**src/rtl/stage_wb_scoreboard.sv**
```systemverilog
// stage_wb_scoreboard
// Register-write scoreboard seen from the producer side of the RAW-hazard path.
// An ID-stage issue that writes a register marks it pending. A WB-stage
// retirement releases it. stall holds ID while any of these is true:
//    - a source it reads has an outstanding write,
//    - its destination counter is saturated,
//    - the total in-flight budget is exhausted.
// Register 0 is never tracked.
// Optional build macro: SCOREBOARD_STATS_EN adds the stall_cycles output, a
// saturating count of stalled cycles that is cleared only by rst_n.
module stage_wb_scoreboard #(
   parameter int REG_NUM      = 32,
   parameter int CNT_W        = 2,
   parameter int MAX_INFLIGHT = 4
) (
   input  logic                               clk,
   input  logic                               rst_n,
   input  logic                               flush,
   input  logic                               issue_valid,
   input  logic                               issue_we,
   input  logic [$clog2(REG_NUM)-1:0]         issue_rd,
   input  logic                               id_uses_a,
   input  logic                               id_uses_b,
   input  logic [$clog2(REG_NUM)-1:0]         id_read_addr_a,
   input  logic [$clog2(REG_NUM)-1:0]         id_read_addr_b,
   input  logic                               wb_valid,
   input  logic [$clog2(REG_NUM)-1:0]         wb_rd,
   output logic                               stall,
   output logic [REG_NUM-1:0]                 pending_mask,
   output logic [$clog2(MAX_INFLIGHT+1)-1:0]  inflight_cnt,
   output logic                               full,
   output logic                               err_underflow
`ifdef SCOREBOARD_STATS_EN
   ,
   output logic [31:0]                        stall_cycles
`endif
);

   localparam int IDX_W = $clog2(REG_NUM);
   localparam int INF_W = $clog2(MAX_INFLIGHT + 1);
   localparam logic [CNT_W-1:0] CNT_ZERO = {CNT_W{1'b0}};
   localparam logic [CNT_W-1:0] CNT_ONE  = CNT_W'(1'b1);
   localparam logic [CNT_W-1:0] CNT_MAX  = {CNT_W{1'b1}};
   localparam logic [INF_W-1:0] INF_ZERO = {INF_W{1'b0}};
   localparam logic [INF_W-1:0] INF_ONE  = INF_W'(1'b1);
   localparam logic [INF_W-1:0] INF_MAX  = INF_W'(MAX_INFLIGHT);
   localparam logic [IDX_W-1:0] IDX_ZERO = {IDX_W{1'b0}};

   // Architectural state. Entry 0 of the counter array is held at zero.
   logic [CNT_W-1:0]   cnt_r [REG_NUM];
   logic [INF_W-1:0]   inflight_r;
   logic [REG_NUM-1:0] pending_mask_r;
   logic               full_r;
   logic               err_underflow_r;

   // Next-state and decode signals
   logic [CNT_W-1:0]   cnt_nxt_s [REG_NUM];
   logic [INF_W-1:0]   inflight_nxt_s;
   logic [REG_NUM-1:0] pending_nxt_s;
   logic               full_nxt_s;
   logic               haz_a_s;
   logic               haz_b_s;
   logic               haz_w_s;
   logic               haz_f_s;
   logic               stall_s;
   logic               accept_s;
   logic               wb_hit_s;
   logic               underflow_s;

   // Hazard detection from registered counters only.
   // A same-cycle WB is deliberately not forwarded into the stall decision.
   always_comb begin
      haz_a_s     = id_uses_a && (id_read_addr_a != IDX_ZERO) && (cnt_r[id_read_addr_a] != CNT_ZERO);
      haz_b_s     = id_uses_b && (id_read_addr_b != IDX_ZERO) && (cnt_r[id_read_addr_b] != CNT_ZERO);
      haz_w_s     = issue_we && (issue_rd != IDX_ZERO) && (cnt_r[issue_rd] == CNT_MAX);
      haz_f_s     = issue_we && (issue_rd != IDX_ZERO) && full_r;
      stall_s     = issue_valid && (haz_a_s || haz_b_s || haz_w_s || haz_f_s);
      accept_s    = issue_valid && !stall_s && issue_we && (issue_rd != IDX_ZERO);
      wb_hit_s    = wb_valid && (wb_rd != IDX_ZERO) && (cnt_r[wb_rd] != CNT_ZERO);
      underflow_s = wb_valid && (wb_rd != IDX_ZERO) && (cnt_r[wb_rd] == CNT_ZERO);
   end

   assign stall = stall_s;

   // Per-register and total counter updates. Flush overrides issue and WB.
   always_comb begin
      for (int i = 0; i < REG_NUM; i++) begin
         cnt_nxt_s[i] = cnt_r[i];
      end
      inflight_nxt_s = inflight_r;
      if (flush) begin
         for (int i = 0; i < REG_NUM; i++) begin
            cnt_nxt_s[i] = CNT_ZERO;
         end
         inflight_nxt_s = INF_ZERO;
      end else begin
         cnt_nxt_s[0] = CNT_ZERO;
         for (int i = 1; i < REG_NUM; i++) begin
            if (accept_s && (issue_rd == IDX_W'(i)) && !(wb_hit_s && (wb_rd == IDX_W'(i)))) begin
               cnt_nxt_s[i] = cnt_r[i] + CNT_ONE;
            end else if (wb_hit_s && (wb_rd == IDX_W'(i)) && !(accept_s && (issue_rd == IDX_W'(i)))) begin
               cnt_nxt_s[i] = cnt_r[i] - CNT_ONE;
            end else begin
               cnt_nxt_s[i] = cnt_r[i];
            end
         end
         if (accept_s && !wb_hit_s) begin
            inflight_nxt_s = inflight_r + INF_ONE;
         end else if (wb_hit_s && !accept_s) begin
            inflight_nxt_s = inflight_r - INF_ONE;
         end else begin
            inflight_nxt_s = inflight_r;
         end
      end
   end

   // Derive the next pending mask and full flag so both outputs come from flops
   always_comb begin
      pending_nxt_s = {REG_NUM{1'b0}};
      for (int i = 1; i < REG_NUM; i++) begin
         pending_nxt_s[i] = (cnt_nxt_s[i] != CNT_ZERO);
      end
      full_nxt_s = (inflight_nxt_s == INF_MAX);
   end

   // State register. The sticky underflow flag survives flush.
   always_ff @(posedge clk or negedge rst_n) begin
      if (!rst_n) begin
         for (int i = 0; i < REG_NUM; i++) begin
            cnt_r[i] <= CNT_ZERO;
         end
         inflight_r      <= INF_ZERO;
         pending_mask_r  <= {REG_NUM{1'b0}};
         full_r          <= 1'b0;
         err_underflow_r <= 1'b0;
      end else begin
         for (int i = 0; i < REG_NUM; i++) begin
            cnt_r[i] <= cnt_nxt_s[i];
         end
         inflight_r      <= inflight_nxt_s;
         pending_mask_r  <= pending_nxt_s;
         full_r          <= full_nxt_s;
         err_underflow_r <= err_underflow_r | (underflow_s & ~flush);
      end
   end

   assign pending_mask  = pending_mask_r;
   assign inflight_cnt  = inflight_r;
   assign full          = full_r;
   assign err_underflow = err_underflow_r;

`ifdef SCOREBOARD_STATS_EN
   logic [31:0] stall_cycles_r;

   // Saturating stalled-cycle counter, deliberately left untouched by flush
   always_ff @(posedge clk or negedge rst_n) begin
      if (!rst_n) begin
         stall_cycles_r <= 32'd0;
      end else if (stall_s && (stall_cycles_r != 32'hFFFF_FFFF)) begin
         stall_cycles_r <= stall_cycles_r + 32'd1;
      end else begin
         stall_cycles_r <= stall_cycles_r;
      end
   end

   assign stall_cycles = stall_cycles_r;
`endif

endmodule

```
**config.mk**
```make
export PLATFORM = sky130hd
export DESIGN_NAME = stage_wb_scoreboard
export DESIGN_NICKNAME = d
export VERILOG_FILES = /design/src/rtl/stage_wb_scoreboard.sv
export SDC_FILE = /design/constraint.sdc
export NUM_CORES = 1
export LEC_CHECK = 0
export CAP_MARGIN = 10
export CORE_UTILIZATION = 50
export DETAILED_ROUTE_END_ITERATION = 6
export PLACE_DENSITY = 0.71
export REMOVE_ABC_BUFFERS = 1
export SYNTH_ARGS = -nofsm -noshare
export SYNTH_HDL_FRONTEND = slang
export SYNTH_SLANG_ARGS = --single-unit
```
**constraint.sdc**
```tcl
create_clock -name clk -period 10.1 [get_ports clk]
set_clock_uncertainty 0.15 [all_clocks]
set_input_delay 2.02 -clock clk [delete_from_list [all_inputs] [get_ports clk]]
set_output_delay 2.02 -clock clk [all_outputs]
set_load 0.005 [all_outputs]
```
# Word level (Yosys, flattened, before mapping)
# Cells that the tools add are included.
# totals
register_bits	98
wordCells	499
# classes
add_sub_neg	64
order_cmp	4
eq_ne	64
mux	78
bitwise	7
reduce_logical	247
# ops
operator	n
$eq A5 B5 Y1 const B	32
$logic_and A1 B1 Y1	140
$mux W2	70
$eq A5 B4 Y1 const B	16
$reduce_bool A2 Y1	34
$logic_not A1 Y1	65
$add A2 B1 Y2 const B	31
$mux W62	1
$sub A2 B1 Y2 const B	31
$bmux W2 S5	4
$eq A5 B3 Y1 const B	8
$ge A6 B6 Y1 const B	4
$not A5 Y6	4
$eq A5 B2 Y1 const B	4
$reduce_bool A5 Y1	4
$eq A5 B1 Y1 const B	2
$mux W3	3
$add A3 B1 Y3 const B	1
$eq A3 B3 Y1 const B	1
$logic_or A1 B1 Y1	3
$sub A3 B1 Y3 const B	1
$eq A2 B2 Y1 const B	1
$logic_not A2 Y1	1
$and A1 B1 Y1	1
2 further kinds	2

# Longest topological paths before layout
# Gate-level depths: netlist (run 1).
# logic_depth
word_depth	21
mapped_depth	12
depth_no_buf	8

# Worst setup path before layout (run 1)
# No wires, ideal clock.
# synth_path
path_type	input -> output
start	input port id_read_addr_b[0]
end	output port stall
arrival_time_ns	3.905
t_required_ns	7.930
setup_slack_ns	4.025
path_stages	9
path_buffers	2
cell_sequence	inv_1 > mux4_2 > nor4bb_1 > a2111oi_0 > a311o_2 > buf_4 > buf_2 > a21oi_1 > nor2b_1
# synth_between
elab_chain_cells	10
word_cells_on_any_way	12
# synth_rtl
item	line	text
from (decl)	25	input logic [$clog2(REG_NUM)-1:0] id_read_addr_b,
$not A5 Y6 (not written as such)	74	haz_b_s = id_uses_b && (id_read_addr_b != IDX_ZERO) && (cnt_r[id_read_addr_b] != CNT_ZERO);
$bmux W2 S5	74	
$mux W2 (not written as such) (2 in a row)	74	
$reduce_bool A2 Y1	74	
$logic_and A1 B1 Y1 *	74	
$logic_or A1 B1 Y1 * (3 in a row)	77	stall_s = issue_valid && (haz_a_s || haz_b_s || haz_w_s || haz_f_s);
$logic_and A1 B1 Y1 *	77	
to (decl)	28	output logic stall,
# Mark *: on every way between the ends. The rest lies on a longest branch, timed or not. The select of a mux whose other input is x is not followed.

# Worst setup path after layout (run 1)
# layout_path
start	input port id_read_addr_a[2]
end	output port stall
# layout_between
elab_chain_cells	10
word_cells_on_any_way	12
# layout_rtl
item	line	text
from (decl)	24	input logic [$clog2(REG_NUM)-1:0] id_read_addr_a,
$not A5 Y6 (not written as such)	73	haz_a_s = id_uses_a && (id_read_addr_a != IDX_ZERO) && (cnt_r[id_read_addr_a] != CNT_ZERO);
$bmux W2 S5	73	
$mux W2 (not written as such) (2 in a row)	73	
$reduce_bool A2 Y1	73	
$logic_and A1 B1 Y1 *	73	
$logic_or A1 B1 Y1 * (3 in a row)	77	
$logic_and A1 B1 Y1 *	77	
# Marks and branches as above.

==> metrics.md, run 1 <==
| Metric | Value |
|---|---|
| Comb pwr share | 18.1% |
| Fill count | 1218 |
| Number of synthesized flops with an enable pin | 0 |
| Area of the multi-input gates | 4380 µm² |
| Post-synthesis adder-cell area fraction | 0.488% |
| Total global-route track usage | 35.3% |
| Largest family of logic cells by synthesized area | simple AND/OR/NAND/NOR gates |
| H-Tree Depth | 3 |
| Die Y | 122 µm |
| Clock Sinks | 98 |
| Flip-flop and latch area | 2450 µm² |
| Yosys warns | 0 |
| Remaining DRCs | 0 |
| Total leakage power | 3.04 nW |
| Number of global-route vias before repair | 6732 |
| Clock Path Buffers | 2 |
| Max VDD drop | 0.0754 mV |
| CTS tree | built |
| Initial cell density of the core | 51.5% |
| DIE AREA | 14800 µm² |
| Switch Pwr | 0.269 mW |
| Simple-gate share of the synthesized area | 26.3% |
| Startpoint types | input port |
| Post-Synthesis Cells | 808 |
| Antenna diodes | 0 |
| CP max stage cell | clkdlybuf4s50_1 |
| Critical Path Sink Type | primary output |
| Slew headroom | 25.7% |
| Avg WL per Cell | 24.6 µm |
| Worst Path Required | 7.93 ns |
| Commonest cells after routing, fill and taps aside | dfrtp_1 (98), nor2_1 (91), clkdlybuf4s50_1 (62) |
| Vias | 7011 |
| Synthesized flop and latch total | 98 |
| Via/cell ratio | 6.87 |
| Cell Count, Final, Fillers Out | 1020 |
| Setup TNS | 0 ns |
| Pin count of the biggest net entering global routing | 63 |
| CTS Hold Bufs | 0 |
| Clock network fraction of total power | 36.6% |
| # rows | 43 |
| Delay-heaviest family, CP | compound AO/OA/AOI/OAI gates |
| Register area share after synthesis | 34.2% |
| Fin. Hold Viols | 0 |
| Root buf cell | clkbuf_16 |
| Cell Int Power | 0.624 mW |
| Post-detailed-routing wire length | 25100 µm |
| Final min period | 7.75 ns |
| Die Width | 122 µm |
| Power per Cell Area | 110 nW/µm² |
| Detailed-router iteration count before antenna repair | 6 |
| F_max | 0.129 GHz |
| Setup Buffers After CTS | 0 |
| Post-synthesis mux area share | 7.97% |
| Buf/Inv on CP | 2 |
| Slew Limit Fails | 0 |
| GPL Wtd Cong | 0.998 |
| Main synth FF type | dfrtp_1 |
| Area grow syn2layout | 13.3% |
| Commonest non-fill, non-tap cell in the layout | dfrtp_1 |
| Crit-path max cell delay | 0.95 ns |
| Clk slew on worst S/H paths | 0.06 ns |
| Final setup viols | 0 |
| Cell Chain, Critical Path | clkdlybuf4s50_1 -> nor2_1 -> a2111oi_0 -> o21ai_0 -> a31oi_1 -> a311o_2 -> a21oi_1 -> nor2b_1 -> clkdlybuf4s50_1 |
| Nets | 866 |
| Avg Cell Area, Syn | 8.88 µm² |
| Arr. time, crit path | 5.58 ns |
| Placed cells | 1005 |
| Sw frac | 30.1% |
| CTS buffer count | 9 |
| Cell area after synthesis | 7170 µm² |
| Total grt overflow | 0 |
| Compound-cell area share of the yosys netlist | 20.0% |
| RSZ-0062 raised after global routing | false |
| Async SR Flop Fraction | 100% |
| I/O Pins | 66 |
| Worst-Margin Slew | 1.11 ns |
| Synth cell types | 85 |
| Hold Path Class | register to register |
| XOR/XNOR Fraction of Synth Area | 6.23% |
| CP Class | input port to primary output |
| DRT iter0 DRCs | 845 |
| First-pass GRT wire length | 38600 µm |
| Sequential share of power | 45.3% |
| Critical Path Fanout Max | 34 |
| CP dominant cell by count | clkdlybuf4s50_1 |
| Post-DP HPWL | 18200 µm |
| Status | finished, final reports clean |
| CORE AREA | 13900 µm² |
| Clk_lat worst skew | 0.36 ns |
| Ratio of cells with drive above 1 in the final layout | 10.5% |
| Fin crit share | 76.8% |
| DRT antenna net count | 0 |
| Max cap viols | 0 |
| Post-CTS Resized | 0 |
| Port-buffer cells | 64 |
| Antenna violations before repair | 0 |
routing by layer:
metal | global-route usage [%] | vias up | wire length, µm
met5 | 0 | - | 0
met1 | 47.7 | 3427 | 10500
met4 | 18.8 | 0 | 1130
met3 | 8.71 | 73 | 2510
met2 | 52.0 | 421 | 10900
li1 | - | 3090 | -
power groups by stage:
stage / registers, mW / logic, mW / clock network, mW
finish: 0.404 / 0.161 / 0.327
global route: 0.405 / 0.172 / 0.349
CTS: 0.404 / 0.159 / 0.331
detailed placement: 0.412 / 0.158 / 0
global placement: 0.411 / 0.156 / 0
floorplan: 0.410 / 0.0769 / 0
worst reg2reg max path: cells and delay by family, from the launching register on:
kind	cells	cell delay [ns]
AO/OA/AOI/OAI	4	1.21
AND/OR/NAND/NOR	2	0.86
multiplexers	2	0.75
flip-flops	1	0.48
buffers and inverters	1	0.33
metrics by stage:
step / hold slack, ns / setup WS [ns] / util [%] / total power [mW] / cell area [µm²]
floorplan: 0.310 / 4.02 / - / 0.487 / 6920
detailed placement: 0.309 / 2.33 / 56.4 / 0.570 / 7860
finish: 0.325 / 2.35 / 58.3 / 0.893 / 8130
global route: 0.366 / 2.10 / 58.3 / 0.926 / 8130
global placement: 0.308 / 2.27 / 56.4 / 0.567 / 7860
CTS: 0.329 / 2.35 / 58.3 / 0.894 / 8130
cells in the mapped netlist (all sizes together), types with 5 or more instances:
| cell type | number | area share, % |
|---|---|---|
| mux2i | 5 | 0.70 |
| inv | 25 | 1.3 |
| a2111oi | 11 | 1.4 |
| and3 | 10 | 0.87 |
| mux4 | 21 | 6.6 |
| nor3b | 9 | 0.94 |
| nand2b | 8 | 0.70 |
| and2 | 13 | 1.1 |
| clkbuf | 37 | 1.9 |
| a31oi | 13 | 1.1 |
| o21ai | 31 | 2.2 |
| buf | 19 | 1.5 |
| nand3 | 44 | 3.1 |
| o32ai | 7 | 0.85 |
| o31a | 7 | 0.85 |
| a21oi | 42 | 2.9 |
| nor3 | 41 | 3.5 |
| o21bai | 5 | 0.52 |
| a221oi | 11 | 1.4 |
| o31ai | 7 | 0.73 |
| nand4 | 6 | 0.61 |
| a211oi | 15 | 1.6 |
| or3 | 6 | 0.52 |
| xor2 | 15 | 1.8 |
| nor2 | 93 | 4.9 |
| nor4 | 12 | 1.8 |
| nor4b | 8 | 1.2 |
| a311oi | 6 | 0.82 |
| xnor2 | 36 | 4.4 |
| a22oi | 6 | 0.63 |
| or2 | 12 | 1.0 |
| nand2 | 47 | 2.5 |
| o211ai | 10 | 1.0 |
| nor2b | 18 | 1.6 |
| dfrtp | 98 | 34 |
final cells by class:
type,count,area share [%]
multi-input combinational,629,53.9
sequential,98,30.2
timing repair buffer,73,8.62
clock buffer,11,2.99
tap,180,2.77
inverter,25,1.15
clock inverter,4,0.354
flip-flops by register name, summed over array words and instances, names as in the netlist:
register / cells
inflight_cnt: 3
err_underflow: 1
full: 1
cnt_r: 62
pending_mask: 31
kinds of logic after synthesis:
logic type,after synthesis
fa+ha+maj,3
compound gates,203
flops,98
other cells,1
mux,30
xor+xnor,51
simple gates,341
buf+inv,81
path summary, 6_finish.rpt:
path,start,end,slack (ns),cells after the start
setup / recovery,id_read_addr_a[2],stall,2.35,9
hold / removal,err_underflow,err_underflow,0.33,2
setup reg to reg,cnt_r[46],cnt_r[61],6.18,9
hold reg to reg,err_underflow,err_underflow,0.33,2
max in group asynchronous,rst_n,pending_mask[27],7.15,2
min in group asynchronous,rst_n,cnt_r[54],1.46,1
Power figures use the tool's default switching activity.
==> run 2: changes to the inputs <==
clock period = 8.1 ns   (was 10.1 ns; I/O delays follow)
==> run 2 against run 1 <==
Via count about the same; core utilization increased by 0.18 points; register-to-register slack got worse by 1.9 ns; highest routed layer unchanged.
==> metrics.md, run 2 (synthesis results as in run 1) <==
| Metric | Value |
|---|---|
| Cell Count, Final, Fillers Out | 1023 (+0.29%) |
| Slew headroom | 19.2% (-6.5 points) |
| F_max | 0.149 GHz |
| Die Width | 122 µm (unchanged) |
| DIE AREA | 14800 µm² (unchanged) |
| Setup Buffers After CTS | 0 (unchanged) |
| Via/cell ratio | 6.86 (-0.22%) |
| Fin. Hold Viols | 0 (unchanged) |
| Nets | 868 (+0.23%) |
| RSZ-0062 raised after global routing | false |
| Startpoint types | input port |
| Pin count of the biggest net entering global routing | 63 (unchanged) |
| Remaining DRCs | 0 (unchanged) |
| # rows | 43 (unchanged) |
| Ratio of cells with drive above 1 in the final layout | 10.8% (+0.33 points) |
| Hold Path Class | register to register |
| Initial cell density of the core | 51.5% (unchanged) |
| Cell Chain, Critical Path | clkdlybuf4s50_1 -> nor2b_1 -> a22oi_1 -> o211ai_1 -> a31oi_1 -> nand2_1 -> a21oi_1 -> nor2b_1 -> clkdlybuf4s50_1 |
| Top reg by flops | cnt_r |
| Largest register FFs | 62 (unchanged) |
| CTS tree | built |
| Port-buffer cells | 64 (unchanged) |
| Worst-Margin Slew | 1.21 ns (+0.0977 ns) |
| Clk slew on worst S/H paths | 0.07 ns (about the same) |
| CORE AREA | 13900 µm² (unchanged) |
| Slew Limit Fails | 0 (unchanged) |
| Clock Path Buffers | 2 (unchanged) |
| Max cap viols | 0 (unchanged) |
| Power per Cell Area | 138 nW/µm² (+26%) |
| Arr. time, crit path | 4.95 ns (-0.63 ns) |
| Worst Hold Depth | 2 (unchanged) |
| DRT antenna net count | 0 (unchanged) |
| Design area | 8150 µm² (+0.31%) |
| Buf/Inv on CP | 2 (unchanged) |
| I/O Pins | 66 (unchanged) |
| Final WS setup | 1.38 ns (-0.963 ns) |
| Worst Path Required | 6.33 ns (-1.60 ns) |
| Area grow syn2layout | 13.7% |
| Total leakage power | 3.05 nW (+0.31%) |
| Dpl cell area | 7870 µm² (+0.19%) |
| H-Tree Depth | 3 (unchanged) |
| Delay-heaviest family, CP | buffers and inverters |
| Finished Core Util | 58.5% (+0.18 points) |
| Post-DP HPWL | 18700 µm (+3.1%) |
| Critical Path Sink Type | primary output |
| DRT iter0 DRCs | 808 (-4.4%) |
| CP Class | input port to primary output |
| Final min period | 6.72 ns |
| Placed cells | 1007 (+0.20%) |
| Commonest non-fill, non-tap cell in the layout | dfrtp_1 |
| Status | finished, final reports clean |
| Antenna violations before repair | 0 (unchanged) |
| Commonest cells after routing, fill and taps aside | dfrtp_1 (98), nor2_1 (91), clkdlybuf4s50_1 (62) |
| GPL Wtd Cong | 1.01 (+1.5%) |
| Crit path depth | 9 (unchanged) |
| Critical Path Fanout Max | 20 (-41%) |
| Setup TNS | 0 ns (unchanged) |
| First-pass GRT wire length | 39800 µm (+3.1%) |
| Clk_lat worst skew | 0.36 ns (about the same) |
| Vias | 7016 (+0.071%) |
| Max VDD drop | 0.0983 mV (+30%) |
| Worst R2R Path Depth | 9 (unchanged) |
| Fin crit share | 82.9% |
| Pre-CTS setup slack | 1.47 ns (-0.859 ns) |
| Total global-route track usage | 36.1% (+0.80 points) |
| Post-detailed-routing wire length | 25500 µm (+1.7%) |
| Number of global-route vias before repair | 6753 (+0.31%) |
| Detailed-router iteration count before antenna repair | 5 (-1) |
| Crit-path max cell delay | 1.13 ns (+0.18 ns) |
| Root buf cell | clkbuf_16 |
| Avg WL per Cell | 24.9 µm (+1.4%) |
| Clock Sinks | 98 (unchanged) |
| CP max stage cell | clkdlybuf4s50_1 |
| CTS Hold Bufs | 0 (unchanged) |
| Post-CTS Resized | 0 (unchanged) |
| Final setup viols | 0 (unchanged) |
| Die Y | 122 µm (unchanged) |
| Total grt overflow | 0 (unchanged) |
| CTS buffer count | 9 (unchanged) |
==> run 2: final cells by class <==
class | count | area, µm²
antenna | 1 | 2.50
timing repair buffer | 75 | 716
clock buffer | 10 | 239
fill | 1227 | 5780
tap | 180 | 225
clock inverter | 5 | 40.0
multi-input combinational | 629 | 4380
sequential | 98 | 2450
inverter | 25 | 93.8
==> run 2: worst min-delay path, cell delays in order (launching register included) <==
cell and delay (ns):
dfrtp_1 0.35, inv_1 0.04, o31ai_1 0.05
==> run 2: path summary, 6_finish.rpt <==
kind	start	to	slack, ns
max	issue_rd[1]	stall	1.38
min	err_underflow	err_underflow	0.33
max reg2reg	cnt_r[20]	cnt_r[39]	4.23
min reg2reg	err_underflow	err_underflow	0.33
max in group asynchronous	rst_n	cnt_r[9]	5.53
min in group asynchronous	rst_n	cnt_r[18]	1.06
==> run 2: where the power goes <==
part           total (mW)  leakage [nW]  internal, mW  switching, mW
logic               0.204          1.56        0.0689          0.136
registers           0.504          1.36         0.495        0.00904
clock network       0.418         0.127         0.217          0.201
total                1.13          3.05         0.781          0.346
==> run 2: metrics by stage <==
stage / total power [mW] / hold WS (ns)
after detailed placement: 0.713 / 0.311
after global routing: 1.16 / 0.358
after global placement: 0.709 / 0.308
after CTS: 1.13 / 0.331
final: 1.13 / 0.332
after floorplan: 0.607 / 0.310
==> run 2: layer usage <==
| metal | GRT usage [%] | up-vias | part of all wire (%) |
|---|---|---|---|
| met5 | 0 | - | 0 |
| met2 | 53.1 | 445 | 44 |
| met4 | 13.9 | 0 | 2.5 |
| met3 | 8.99 | 45 | 11 |
| met1 | 50.8 | 3443 | 42 |
| li1 | - | 3083 | - |
==> run 3: changes to the inputs <==
clock period = 6.27 ns   (was 8.1 ns; I/O delays follow)
==> run 3 against run 2 <==
Die area unchanged; register-to-register slack got worse by 1.5 ns; global-route usage increased by 0.82 points; cell area increased by 1.2%; clock power increased by 36%; combinational power increased by 32%; count of clock-buffer cells in the layout increased by 1; cell count increased by 0.98%; via count increased by 1.1%; critical endpoint unchanged; highest routed layer unchanged.
==> metrics.md, run 3 (synthesis results as in run 1) <==
| Metric | Value |
|---|---|
| Vias | 7094 (+1.1%) |
| Worst-Margin Slew | 1.03 ns (-0.179 ns) |
| CTS buffer count | 9 (unchanged) |
| Max cap viols | 0 (unchanged) |
| Startpoint types | input port |
| Setup Buffers After CTS | 0 (unchanged) |
| Cell Count, Final, Fillers Out | 1033 (+0.98%) |
| Slew headroom | 31.1% (+12 points) |
| Clk slew on worst S/H paths | 0.07 ns (about the same) |
| Area of the multi-input gates | 4380 µm² (unchanged) |
| Remaining DRCs | 0 (unchanged) |
| Total global-route track usage | 37.0% (+0.82 points) |
| Antenna violations before repair | 0 (unchanged) |
| Final setup viols | 0 (unchanged) |
| Top reg by flops | cnt_r |
| Max VDD drop | 0.184 mV (+87%) |
| Design area | 8250 µm² (+1.2%) |
| Port-buffer cells | 64 (unchanged) |
| CTS Hold Bufs | 0 (unchanged) |
| First-pass GRT wire length | 40400 µm (+1.5%) |
| Die Y | 122 µm (unchanged) |
| Fin crit share | 88.2% |
| H-Tree Depth | 3 (unchanged) |
| Detailed-router iteration count before antenna repair | 7 (+2) |
| Post-CTS Resized | 0 (unchanged) |
| Commonest non-fill, non-tap cell in the layout | dfrtp_1 |
| Buf/Inv on CP | 2 (unchanged) |
| DRT antenna net count | 0 (unchanged) |
| RSZ-0062 raised after global routing | false |
| DRT iter0 DRCs | 796 (-1.5%) |
| Total leakage power | 3.11 nW (+2.0%) |
| Nets | 879 (+1.3%) |
| Fin. Hold Viols | 0 (unchanged) |
| Setup TNS | 0 ns (unchanged) |
| Post-DP HPWL | 19300 µm (+3.1%) |
| Flip-flop and latch area | 2450 µm² (unchanged) |
| Avg WL per Cell | 25.4 µm (+1.8%) |
| Power per Cell Area | 181 nW/µm² (+31%) |
| Placed cells | 1018 (+1.1%) |
| Crit-path max cell delay | 0.82 ns (-0.31 ns) |
| Fill count | 1231 (+0.33%) |
| Clock Sinks | 98 (unchanged) |
| F_max | 0.181 GHz |
| Area grow syn2layout | 15.0% |
| Initial cell density of the core | 51.5% (unchanged) |
| Commonest cells after routing, fill and taps aside | dfrtp_1 (98), nor2_1 (91), clkdlybuf4s50_1 (62) |
| Die Width | 122 µm (unchanged) |
| # rows | 43 (unchanged) |
| Total grt overflow | 0 (unchanged) |
| Finished Core Util | 59.2% (+0.69 points) |
| Clk_lat worst skew | 0.36 ns (about the same) |
| Delay-heaviest family, CP | buffers and inverters |
| Via/cell ratio | 6.87 (+0.13%) |
| CTS tree | built |
| Clock Path Buffers | 2 (unchanged) |
| Hold Path Class | register to register |
| Dpl cell area | 7950 µm² (+1.0%) |
| Slew Limit Fails | 0 (unchanged) |
| Root buf cell | clkbuf_16 |
| GPL Wtd Cong | 1.02 (+1.1%) |
| Critical Path Fanout Max | 10 (-50%) |
| I/O Pins | 66 (unchanged) |
| CP Class | input port to primary output |
| DIE AREA | 14800 µm² (unchanged) |
| Ratio of cells with drive above 1 in the final layout | 11.8% (+1.0 points) |
| CORE AREA | 13900 µm² (unchanged) |
| Arr. time, crit path | 4.13 ns (-0.82 ns) |
| Final min period | 5.53 ns |
| Status | finished, final reports clean |
| Critical Path Sink Type | primary output |
| Number of global-route vias before repair | 6832 (+1.2%) |
| Largest register FFs | 62 (unchanged) |
| CP max stage cell | clkdlybuf4s50_1 |
| Pin count of the biggest net entering global routing | 53 (-16%) |
| Worst Path Required | 4.87 ns (-1.46 ns) |
| Antenna diodes | 0 (-1) |
| Cell Chain, Critical Path | clkdlybuf4s50_1 -> mux4_2 -> mux4_2 -> nand2_2 -> nand2_1 -> a21oi_1 -> nor2b_1 -> clkdlybuf4s50_1 |
| Post-detailed-routing wire length | 26200 µm (+2.8%) |
-- run 3: cell types whose count changed in the layout (fill, tap and decap cells not counted), sizes merged --
cell	change
buf	+11
diode	-1
clkinv	-1
clkbuf	+1
inv	-1
bufinv	+1
-- run 3: worst reg2reg max path: cells and delay by family (launching register included) --
kind	cells	cell delay (ns)
flops	1	0.48
buf+inv	2	0.63
simple gates	3	0.91
compound gates	5	1.29
-- run 3: layer usage --
metal	GRT usage, %	part of all wire, %
met4	13.6	2.8
met5	0	0
met2	54.8	45
met1	52.0	42
met3	8.94	11
-- run 3: path summary, 6_finish.rpt --
check	from	endpoint	slack, ns	cells past startpoint
worst max-delay path	issue_rd[0]	stall	0.74	8
worst min-delay path	err_underflow	err_underflow	0.34	2
worst max register to register	cnt_r[37]	pending_mask[27]	2.70	10
worst min register to register	err_underflow	err_underflow	0.34	2
max in group asynchronous	rst_n	cnt_r[4]	4.08	2
min in group asynchronous	rst_n	cnt_r[48]	0.77	1
-- run 3: layout make-up --
type,instances,share of cell area [%]
multi-input cells,629,53.1
inverters,25,1.14
clock buffers,11,2.94
well taps,180,2.73
flip-flops and latches,98,29.7
clock inverters,4,0.637
repair buffers,86,9.68
-- run 3: power breakdown --
group	internal (mW)	switching [mW]
Clock	0.318	0.251
Sequential	0.640	0.0113
Combinational	0.0931	0.177
-- run 3: per-stage QoR --
stage               setup slack, ns  total power [mW]  hold slack, ns
detailed placement            0.724             0.927           0.320
CTS                           0.721              1.49           0.344
finish                        0.739              1.49           0.341
global placement              0.711             0.922           0.313
floorplan                      1.72             0.784           0.310
global route                  0.568              1.54           0.369
